<file path="src/rtl/fp32_to_int32_conv.sv">
// ---------------------------------------------------------------------------
// fp32_to_int32_conv
//   Multicycle IEEE-754 single-precision to signed 32-bit integer converter.
//   A request passes through five states, so latency is always 4 edges
//   after capture. The status encoding matches the FPU add/sub datapath.
//
//   state      | meaning
//   -----------+-------------------------------------------------------------
//   S_IDLE     | waiting for start; captures fp_in and rnd_mode
//   S_DECODE   | classifies NaN / inf / zero / saturation / normal operand
//   S_SHIFT    | aligns the significand, extracts guard and sticky bits
//   S_ROUND    | applies the rounding increment, detects range overflow
//   S_FINALIZE | applies the sign, selects the status, registers the result
//
// Ports
//   clk         in   clock, rising edge
//   reset_n     in   asynchronous active-low reset
//   start       in   conversion request, sampled only in S_IDLE
//   fp_in       in   [31:0] IEEE-754 operand, captured with start
//   rnd_mode    in   0 = truncate toward zero, 1 = round-to-nearest-even
//   data_out    out  [31:0] signed integer result, held until the next done
//   status_out  out  [3:0] one-hot: 0001 EXACT, 0010 OVERFLOW,
//                    0100 INEXACT, 1000 INVALID
//   busy        out  high while a conversion is in flight
//   done        out  one-cycle pulse when data_out/status_out update
// ---------------------------------------------------------------------------
module fp32_to_int32_conv (
    input  logic        clk,
    input  logic        reset_n,
    input  logic        start,
    input  logic [31:0] fp_in,
    input  logic        rnd_mode,
    output logic [31:0] data_out,
    output logic [3:0]  status_out,
    output logic        busy,
    output logic        done
);

    localparam logic [3:0] ST_EXACT    = 4'b0001;
    localparam logic [3:0] ST_OVERFLOW = 4'b0010;
    localparam logic [3:0] ST_INEXACT  = 4'b0100;
    localparam logic [3:0] ST_INVALID  = 4'b1000;

    localparam logic [31:0] SAT_POS = 32'h7FFF_FFFF;
    localparam logic [31:0] SAT_NEG = 32'h8000_0000;

    typedef enum logic [2:0] {
        S_IDLE     = 3'd0,
        S_DECODE   = 3'd1,
        S_SHIFT    = 3'd2,
        S_ROUND    = 3'd3,
        S_FINALIZE = 3'd4
    } state_t;

    state_t state_q, state_d;

    // Captured operand
    logic        sign_q,  sign_d;
    logic [7:0]  exp_q,   exp_d;
    logic [22:0] frac_q,  frac_d;
    logic        rnd_q,   rnd_d;

    // Special-class bypass: result is either 0 or the signed saturation value
    logic        byp_q,      byp_d;
    logic        byp_zero_q, byp_zero_d;
    logic [3:0]  byp_stat_q, byp_stat_d;

    // Normal-path datapath
    logic [31:0] mag_q,     mag_d;
    logic        guard_q,   guard_d;
    logic        sticky_q,  sticky_d;
    logic        ovf_q,     ovf_d;
    logic        inexact_q, inexact_d;

    // Outputs
    logic [31:0] data_q,   data_d;
    logic [3:0]  status_q, status_d;
    logic        done_q,   done_d;

    // Shift / round helpers
    logic [23:0] sig;
    logic [7:0]  rsh_raw;
    logic [4:0]  rsh;
    logic [49:0] ext;
    logic        rnd_inc;
    logic [32:0] mag_r;

    // -----------------------------------------------------------------------
    // FSM
    // -----------------------------------------------------------------------
    always_ff @(posedge clk or negedge reset_n) begin
        if (!reset_n) begin
            state_q <= S_IDLE;
        end else begin
            state_q <= state_d;
        end
    end

    always_comb begin
        state_d = state_q;
        unique case (state_q)
            S_IDLE:     if (start) state_d = S_DECODE;
            S_DECODE:   state_d = S_SHIFT;
            S_SHIFT:    state_d = S_ROUND;
            S_ROUND:    state_d = S_FINALIZE;
            S_FINALIZE: state_d = S_IDLE;
            default:    state_d = S_IDLE;
        endcase
    end

    // -----------------------------------------------------------------------
    // Datapath
    // -----------------------------------------------------------------------
    assign sig = {1'b1, frac_q};

    // Right-shift amount 23 - u = 150 - e. Anything past 26 already shifts
    // the whole significand below the sticky position, so clamp it there.
    assign rsh_raw = 8'd150 - exp_q;
    assign rsh     = (rsh_raw > 8'd26) ? 5'd26 : rsh_raw[4:0];
    // Significand in the top 24 bits; bit 25 becomes guard, bits 24:0 sticky.
    assign ext     = {sig, 26'd0} >> rsh;

    assign rnd_inc = rnd_q & guard_q & (sticky_q | mag_q[0]);
    assign mag_r   = {1'b0, mag_q} + {32'd0, rnd_inc};

    always_comb begin
        sign_d     = sign_q;
        exp_d      = exp_q;
        frac_d     = frac_q;
        rnd_d      = rnd_q;
        byp_d      = byp_q;
        byp_zero_d = byp_zero_q;
        byp_stat_d = byp_stat_q;
        mag_d      = mag_q;
        guard_d    = guard_q;
        sticky_d   = sticky_q;
        ovf_d      = ovf_q;
        inexact_d  = inexact_q;
        data_d     = data_q;
        status_d   = status_q;
        done_d     = 1'b0;

        unique case (state_q)
            S_IDLE: begin
                if (start) begin
                    sign_d = fp_in[31];
                    exp_d  = fp_in[30:23];
                    frac_d = fp_in[22:0];
                    rnd_d  = rnd_mode;
                end
            end

            S_DECODE: begin
                byp_d      = 1'b1;
                byp_zero_d = 1'b0;
                byp_stat_d = ST_OVERFLOW;
                if (exp_q == 8'd255 && frac_q != 23'd0) begin
                    byp_zero_d = 1'b1;
                    byp_stat_d = ST_INVALID;
                end else if (exp_q == 8'd255) begin
                    byp_stat_d = ST_OVERFLOW;
                end else if (exp_q == 8'd0) begin
                    byp_zero_d = 1'b1;
                    byp_stat_d = (frac_q == 23'd0) ? ST_EXACT : ST_INEXACT;
                end else if (exp_q == 8'd158 && frac_q == 23'd0 && sign_q) begin
                    // -2^31 is representable; saturation value equals it
                    byp_stat_d = ST_EXACT;
                end else if (exp_q >= 8'd158) begin
                    byp_stat_d = ST_OVERFLOW;
                end else begin
                    byp_d = 1'b0;
                end
            end

            S_SHIFT: begin
                // e >= 150 is u >= 23: integer already, shift left by u - 23
                if (exp_q >= 8'd150) begin
                    mag_d    = {8'd0, sig} << (exp_q - 8'd150);
                    guard_d  = 1'b0;
                    sticky_d = 1'b0;
                end else begin
                    mag_d    = {8'd0, ext[49:26]};
                    guard_d  = ext[25];
                    sticky_d = |ext[24:0];
                end
            end

            S_ROUND: begin
                inexact_d = guard_q | sticky_q;
                mag_d     = mag_r[31:0];
                if (sign_q) begin
                    ovf_d = (mag_r > 33'h0_8000_0000);
                end else begin
                    ovf_d = (mag_r > 33'h0_7FFF_FFFF);
                end
            end

            S_FINALIZE: begin
                done_d = 1'b1;
                if (byp_q) begin
                    data_d   = byp_zero_q ? 32'd0 : (sign_q ? SAT_NEG : SAT_POS);
                    status_d = byp_stat_q;
                end else if (ovf_q) begin
                    data_d   = sign_q ? SAT_NEG : SAT_POS;
                    status_d = ST_OVERFLOW;
                end else begin
                    data_d   = sign_q ? (~mag_q + 32'd1) : mag_q;
                    status_d = inexact_q ? ST_INEXACT : ST_EXACT;
                end
            end

            default: ;
        endcase
    end

    always_ff @(posedge clk or negedge reset_n) begin
        if (!reset_n) begin
            sign_q     <= 1'b0;
            exp_q      <= 8'd0;
            frac_q     <= 23'd0;
            rnd_q      <= 1'b0;
            byp_q      <= 1'b0;
            byp_zero_q <= 1'b0;
            byp_stat_q <= 4'd0;
            mag_q      <= 32'd0;
            guard_q    <= 1'b0;
            sticky_q   <= 1'b0;
            ovf_q      <= 1'b0;
            inexact_q  <= 1'b0;
            data_q     <= 32'd0;
            status_q   <= 4'd0;
            done_q     <= 1'b0;
        end else begin
            sign_q     <= sign_d;
            exp_q      <= exp_d;
            frac_q     <= frac_d;
            rnd_q      <= rnd_d;
            byp_q      <= byp_d;
            byp_zero_q <= byp_zero_d;
            byp_stat_q <= byp_stat_d;
            mag_q      <= mag_d;
            guard_q    <= guard_d;
            sticky_q   <= sticky_d;
            ovf_q      <= ovf_d;
            inexact_q  <= inexact_d;
            data_q     <= data_d;
            status_q   <= status_d;
            done_q     <= done_d;
        end
    end

    assign data_out   = data_q;
    assign status_out = status_q;
    assign done       = done_q;
    assign busy       = (state_q != S_IDLE);

endmodule

</file>
<file path="config.mk">
export PLATFORM = sky130hd
export DESIGN_NAME = fp32_to_int32_conv
export DESIGN_NICKNAME = d
export VERILOG_FILES = /design/src/rtl/fp32_to_int32_conv.sv
export SDC_FILE = /design/constraint.sdc
export NUM_CORES = 1
export LEC_CHECK = 0
export CORE_ASPECT_RATIO = 0.9
export CORE_UTILIZATION = 60
export CTS_BUF_LIST = sky130_fd_sc_hd__clkbuf_8
export CTS_CLUSTER_DIAMETER = 200
export DETAILED_ROUTE_END_ITERATION = 8
export DONT_BUFFER_PORTS = 1
export PLACE_DENSITY = 0.76
export SYNTH_ARGS = -nofsm -noshare
export SYNTH_HDL_FRONTEND = slang
export SYNTH_SLANG_ARGS = --single-unit
</file>
<file path="constraint.sdc">
create_clock -name clk -period 5.2 [get_ports clk]
set_input_delay 1.04 -clock clk [delete_from_list [all_inputs] [get_ports clk]]
set_output_delay 1.04 -clock clk [all_outputs]
set_load 0.05 [all_outputs]
</file>
After elaboration in Yosys (flattened, before gate mapping)
Cells that the tools add are included.
{"block": "totals", "reg_bits": 115, "out_inout_bits": 38, "wordCells": 80}
{"block": "classes", "addsub": 4, "n_lt_le_gt_ge": 5, "eq_ne": 7, "shifts": 2, "n_mux": 30, "bitwise_logic": 5, "reduce_logical": 11}
{"operator": "32-bit 2-to-1 mux", "n": 6}
{"operator": "32-bit one-hot mux with 2 select lines", "n": 1}
{"operator": "50-bit by 5-bit right shift with 50-bit output", "n": 1}
{"operator": "32-bit by 1-bit adder with 33-bit output", "n": 1}
{"operator": "33-bit by 31-bit > comparator with 1-bit output (second input constant)", "n": 1}
{"operator": "33-bit by 32-bit > comparator with 1-bit output (second input constant)", "n": 1}
{"operator": "32-bit by 1-bit adder with 32-bit output (second input constant)", "n": 1}
{"operator": "32-bit inverter", "n": 1}
{"operator": "24-bit by 8-bit << shifter with 32-bit output", "n": 1}
{"operator": "25-bit OR reduction", "n": 1}
{"operator": "23-bit logical NOT", "n": 1}
{"operator": "23-bit nonzero test", "n": 1}
{"operator": "3-bit 2-to-1 mux", "n": 6}
{"operator": "8-bit equality test (second input constant)", "n": 2}
{"operator": "8-bit greater-or-equal comparator (second input constant)", "n": 2}
{"operator": "1-bit 2-to-1 mux", "n": 12}
{"operator": "3-bit one-hot mux with 4 select lines", "n": 1}
{"operator": "8-bit by 5-bit > comparator with 1-bit output (second input constant)", "n": 1}
{"operator": "8-bit logical NOT", "n": 1}
{"operator": "4-bit 2-to-1 mux", "n": 2}
{"operator": "8-bit subtractor (first input constant)", "n": 1}
{"operator": "8-bit subtractor (second input constant)", "n": 1}
{"operator": "3-bit by 2-bit equality test with 1-bit output (second input constant)", "n": 2}
{"operator": "5-bit 2-to-1 mux", "n": 1}
{"operator": "other kinds (11)", "n": 15}

Longest topological paths before layout
{"block": "logic_depth", "ltp_word": 7, "depth_mapped": 17, "depth_no_buf": 14}

Worst setup path after synthesis
No wires, ideal clock.
{"block": "synth_timing", "path_kind": "register to register", "from": "register exp_q[0]", "to": "register sticky_q", "setup_ns": 0.142, "arrival_ns": 3.736, "required_time_ns": 5.058, "path_slack_ns": 1.322, "path_stages_with_launch": 16, "path_buffers": 4, "cell_sequence": "dfrtp_1 inv_1 buf_1 buf_1 clkbuf_1 ha_1 o21ai_0 o211a_1 a21oi_2 buf_4 and2_1 o31ai_1 a41oi_1 or3_1 o41ai_2 a41oi_1"}
{"block": "synth_via", "elab_chain_len": 6, "word_cells_on_any_way": 7}
{"item": "start: declaration", "line": "59", "text": "logic [7:0] exp_q, exp_d;"}
{"item": "start signal: assignment", "line": "235", "text": "exp_q <= exp_d;"}
{"item": "8-bit subtractor", "line": "118", "text": "assign rsh_raw = 8'd150 - exp_q;"}
{"item": "8-bit by 5-bit > comparator with 1-bit output", "line": "119", "text": "assign rsh = (rsh_raw > 8'd26) ? 5'd26 : rsh_raw[4:0];"}
{"item": "5-bit 2-to-1 mux", "line": "119"}
{"item": "50-bit by 5-bit right shift with 50-bit output", "line": "121", "text": "assign ext = {sig, 26'd0} >> rsh;"}
{"item": "25-bit OR reduction", "line": "184", "text": "sticky_d = |ext[24:0];"}
{"item": "1-bit 2-to-1 mux (*)", "line": "177", "text": "if (exp_q >= 8'd150) begin"}
{"item": "end signal: assignment", "line": "243", "text": "sticky_q <= sticky_d;"}
{"item": "end: declaration", "line": "71", "text": "logic sticky_q, sticky_d;"}
Every way passes the cells marked *; elsewhere a longest branch is shown, timed or not.
A chain may end at the register's enable or synchronous reset.

Final worst setup path
{"block": "layout_timing", "from": "register exp_q[1]", "to": "register mag_q[2]"}
{"block": "layout_via", "elab_chain_len": 6, "word_cells_on_any_way": 9}
{"item": "8-bit subtractor", "line": "118"}
{"item": "8-bit by 5-bit > comparator with 1-bit output", "line": "119"}
{"item": "5-bit 2-to-1 mux", "line": "119"}
{"item": "50-bit by 5-bit right shift with 50-bit output", "line": "121"}
{"item": "32-bit 2-to-1 mux (*)", "line": "177"}
{"item": "32-bit one-hot mux with 2 select lines (*)", "line": "143", "text": "unique case (state_q)"}
{"item": "end signal: assignment", "line": "241", "text": "mag_q <= mag_d;"}
{"item": "end: declaration", "line": "69", "text": "logic [31:0] mag_q, mag_d;"}
Marked as above.

==> flow_summary.ini <==
[sta]
maxSlewViolCount = 0
skew_ps = 14.6
period_needed_ps = 4350
maxSlewHeadroom_pct = 29.7
hold-worst-slack_ps = 259
hold_viol = 0
rsz0062_at_grt = false
worstMarginPinSlew_ps = 1050
post-route-period-util_pct = 83.7
finalSetupTns_ps = 0
finalSetupViolCount = 0
fmax_mhz = 230

[global_routing]
overflow = 0
grt_pass1_wl_um = 51700
grt_usage_pct = 37.5
grt_max_degree = 116
grt_pass1_vias = 9309
antenna_found_initial = 0

[flow_run]
drv_cap = 0

[route]
routedWlPerCell_um = 21.5
firstDrtPassIters = 6
drt_iter0_drc = 1253
viasPerCell = 6.90
wl_um = 32500
vias = 10400
drc = 0
postRouteAntennaNets = 0

[floorplan]
initial_utilization_pct = 62.5
num_io_pins = 74
rows = 44
die_w_um = 140
die-height_um = 126
core-area_mm2 = 0.0164
dieArea_mm2 = 0.0176

[logic_synthesis]
netlist_area_mm2 = 0.0102
synth_most_common_cell = nand2_1
ys_ff_latch = 115
synth_edf_count = 0
synthFlopType = dfrtp_1
synth_area_leaders = dfrtp_1 (28%), nand2_1 (7.1%), o21ai_0 (5.7%)
synth_top_area_share_pct = 28.1
avgSynthCellArea_um2 = 7.37
synth_common_cells = nand2_1 (193), nor2_1 (148), o21ai_0 (116)
synthArstFlopShare_pct = 100
yosys.area.top_type = dfrtp_1
synth-seq-area-share_pct = 28.1
synth_cell_types = 81
yosysWarnings = 0
syn_nets = 1434
postSynthCellCount = 1390

[place]
numPortBuffers = 0
dp_hpwl_um = 23100
gp_congestion = 0.987

[cts]
cts_hold_buf = 0
clk_latency_ps = 470
cts_resized = 0
cts_sinks = 115
cts_buffer_depth = 2
cts_setup_buffers = 0
cts_buffers = 17
cts_htree_levels = 4
clkTransAtPathRegs_ps = 90
cts_root_buf = clkbuf_8
tritoncts = built

[layout]
nNetsFinal = 1336
syn_to_final_growth_pct = 2.93
antenna_cells = 0
drive_gt1_share_pct = 9.96

[worst_setup_path]
r2r_setup_slack_ps = 850
path_class = flip-flop to flip-flop
cp_data_required_time_ps = 5520
slowest_delay_ps = 520
critical-path-top-delay-family = compound AO/OA/AOI/OAI gates
worst_setup_path_end_kind = flip-flop
path_buf_inv = 2
startpoint_type = flip-flop
crit_arrival_ps = 4680
worstPathMaxFanout = 49
crit_top_cell = nor2_1
worstPathCellList = inv_1 -> ha_1 -> buf_4 -> o21ai_0 -> o211ai_1 -> o211ai_2 -> o31ai_1 -> nor3_1 -> a221oi_2 -> nor2_1 -> nor4_1 -> nor2_1
cp_slowest_cell = o31ai_1

[outcome]
outcome = finished, final reports clean

[worst_hold_path]
hold_class = input port to asynchronous set/reset pin
## registers in the layout, indices dropped and copies added (netlist names)
name        cells
status_out      4
byp_zero_q      1
rnd_q           1
state_q         3
byp_q           1
guard_q         1
sticky_q        1
mag_q          32
done            1
frac_q         23
data_out       32
byp_stat_q      4
exp_q           8
ovf_q           1
sign_q          1
inexact_q       1
## cell usage in the layout, fill, tap and decap left out, drive strengths merged, types with 5 or more instances in the layout
cell type | netlist | routed
a21o | 9 | 9
and3 | 15 | 15
mux2i | 44 | 44
o211ai | 12 | 12
nand2b | 15 | 15
inv | 19 | 26
nor2 | 148 | 148
nor3b | 6 | 6
mux2 | 43 | 43
o211a | 5 | 5
a31oi | 22 | 22
o21a | 8 | 8
clkbuf | 102 | 17
nand3 | 49 | 49
o22a | 7 | 7
xor2 | 7 | 7
a221oi | 14 | 14
o41ai | 7 | 7
buf | 40 | 25
nor3 | 41 | 41
o31ai | 21 | 21
or3 | 10 | 10
o221ai | 14 | 14
nand2 | 193 | 193
a22oi | 10 | 10
a211o | 5 | 5
nand4 | 12 | 12
a211oi | 25 | 25
clkinv | 2 | 5
nor4 | 16 | 16
ha | 8 | 8
xnor2 | 31 | 31
dfrtp | 115 | 115
a21oi | 108 | 108
and2 | 15 | 15
o21ai | 118 | 118
o22ai | 26 | 26
## cells by family after synthesis
family / Yosys count / synth area share, %
xor gates and xnor gates: 38 / 3.32
muxes: 89 / 9.46
DFF: 115 / 28.1
adders and majority gates: 8 / 0.977
AOI/OAI and AO/OA: 444 / 28.1
and+or+nand+nor: 533 / 23.7
buffers and inverters: 163 / 6.37
## layer usage
layer	track usage (%)	vias up	share of wire (%)	wire [um]
li1	-	4864	-	-
met1	55.6	4945	45	14500
met2	52.3	571	41	13500
met3	11.9	51	12	4040
met4	9.63	0	1.5	483
met5	0	-	0	0
## metrics by stage
step | setup slack (ps) | utilization, % | std cells | area, um^2
after floorplan | 1320 | - | 1390 | 10200
after global placement | 1110 | 61.8 | 1480 | 10100
after detailed placement | 1130 | 61.8 | 1480 | 10100
after CTS | 1070 | 64.3 | 1512 | 10500
after global routing | 573 | 64.3 | 1512 | 10500
final | 847 | 64.3 | 1512 | 10500
## cell type report
class                   count  area [um^2]
multi-input cells        1112         6740
fillers                  1478         5860
flip-flops and latches    115         2880
well taps                 207          259
clock buffers              17          234
repair buffers             25          188
clock inverters            15          171
inverters                  21         78.8
## final timing paths
path,depth (start not counted),to,start
max,12,mag_q[2]$_DFFE_PN0N_,exp_q[1]$_DFFE_PN0P_
min,0,frac_q[10]$_DFFE_PN0P_,reset_n
max reg2reg,12,mag_q[2]$_DFFE_PN0N_,exp_q[1]$_DFFE_PN0P_
min reg2reg,2,byp_stat_q[0]$_DFFE_PN0P_,byp_stat_q[0]$_DFFE_PN0P_
max in group asynchronous,0,ovf_q$_DFFE_PN0P_,reset_n
min in group clk,2,byp_stat_q[0]$_DFFE_PN0P_,byp_stat_q[0]$_DFFE_PN0P_
## worst register-to-register path, delay by kind of cell, from the launching register on
kind,cells,cell delay [ps]
AOI/OAI and AO/OA,5,1730
and+or+nand+nor,4,820
buffers and inverters,2,780
adders and majority gates,1,390
DFF,1,490
Power is left out: the tool's default activity adds up to more than one toggle a clock period on the data nets, which glitch-free logic cannot reach.
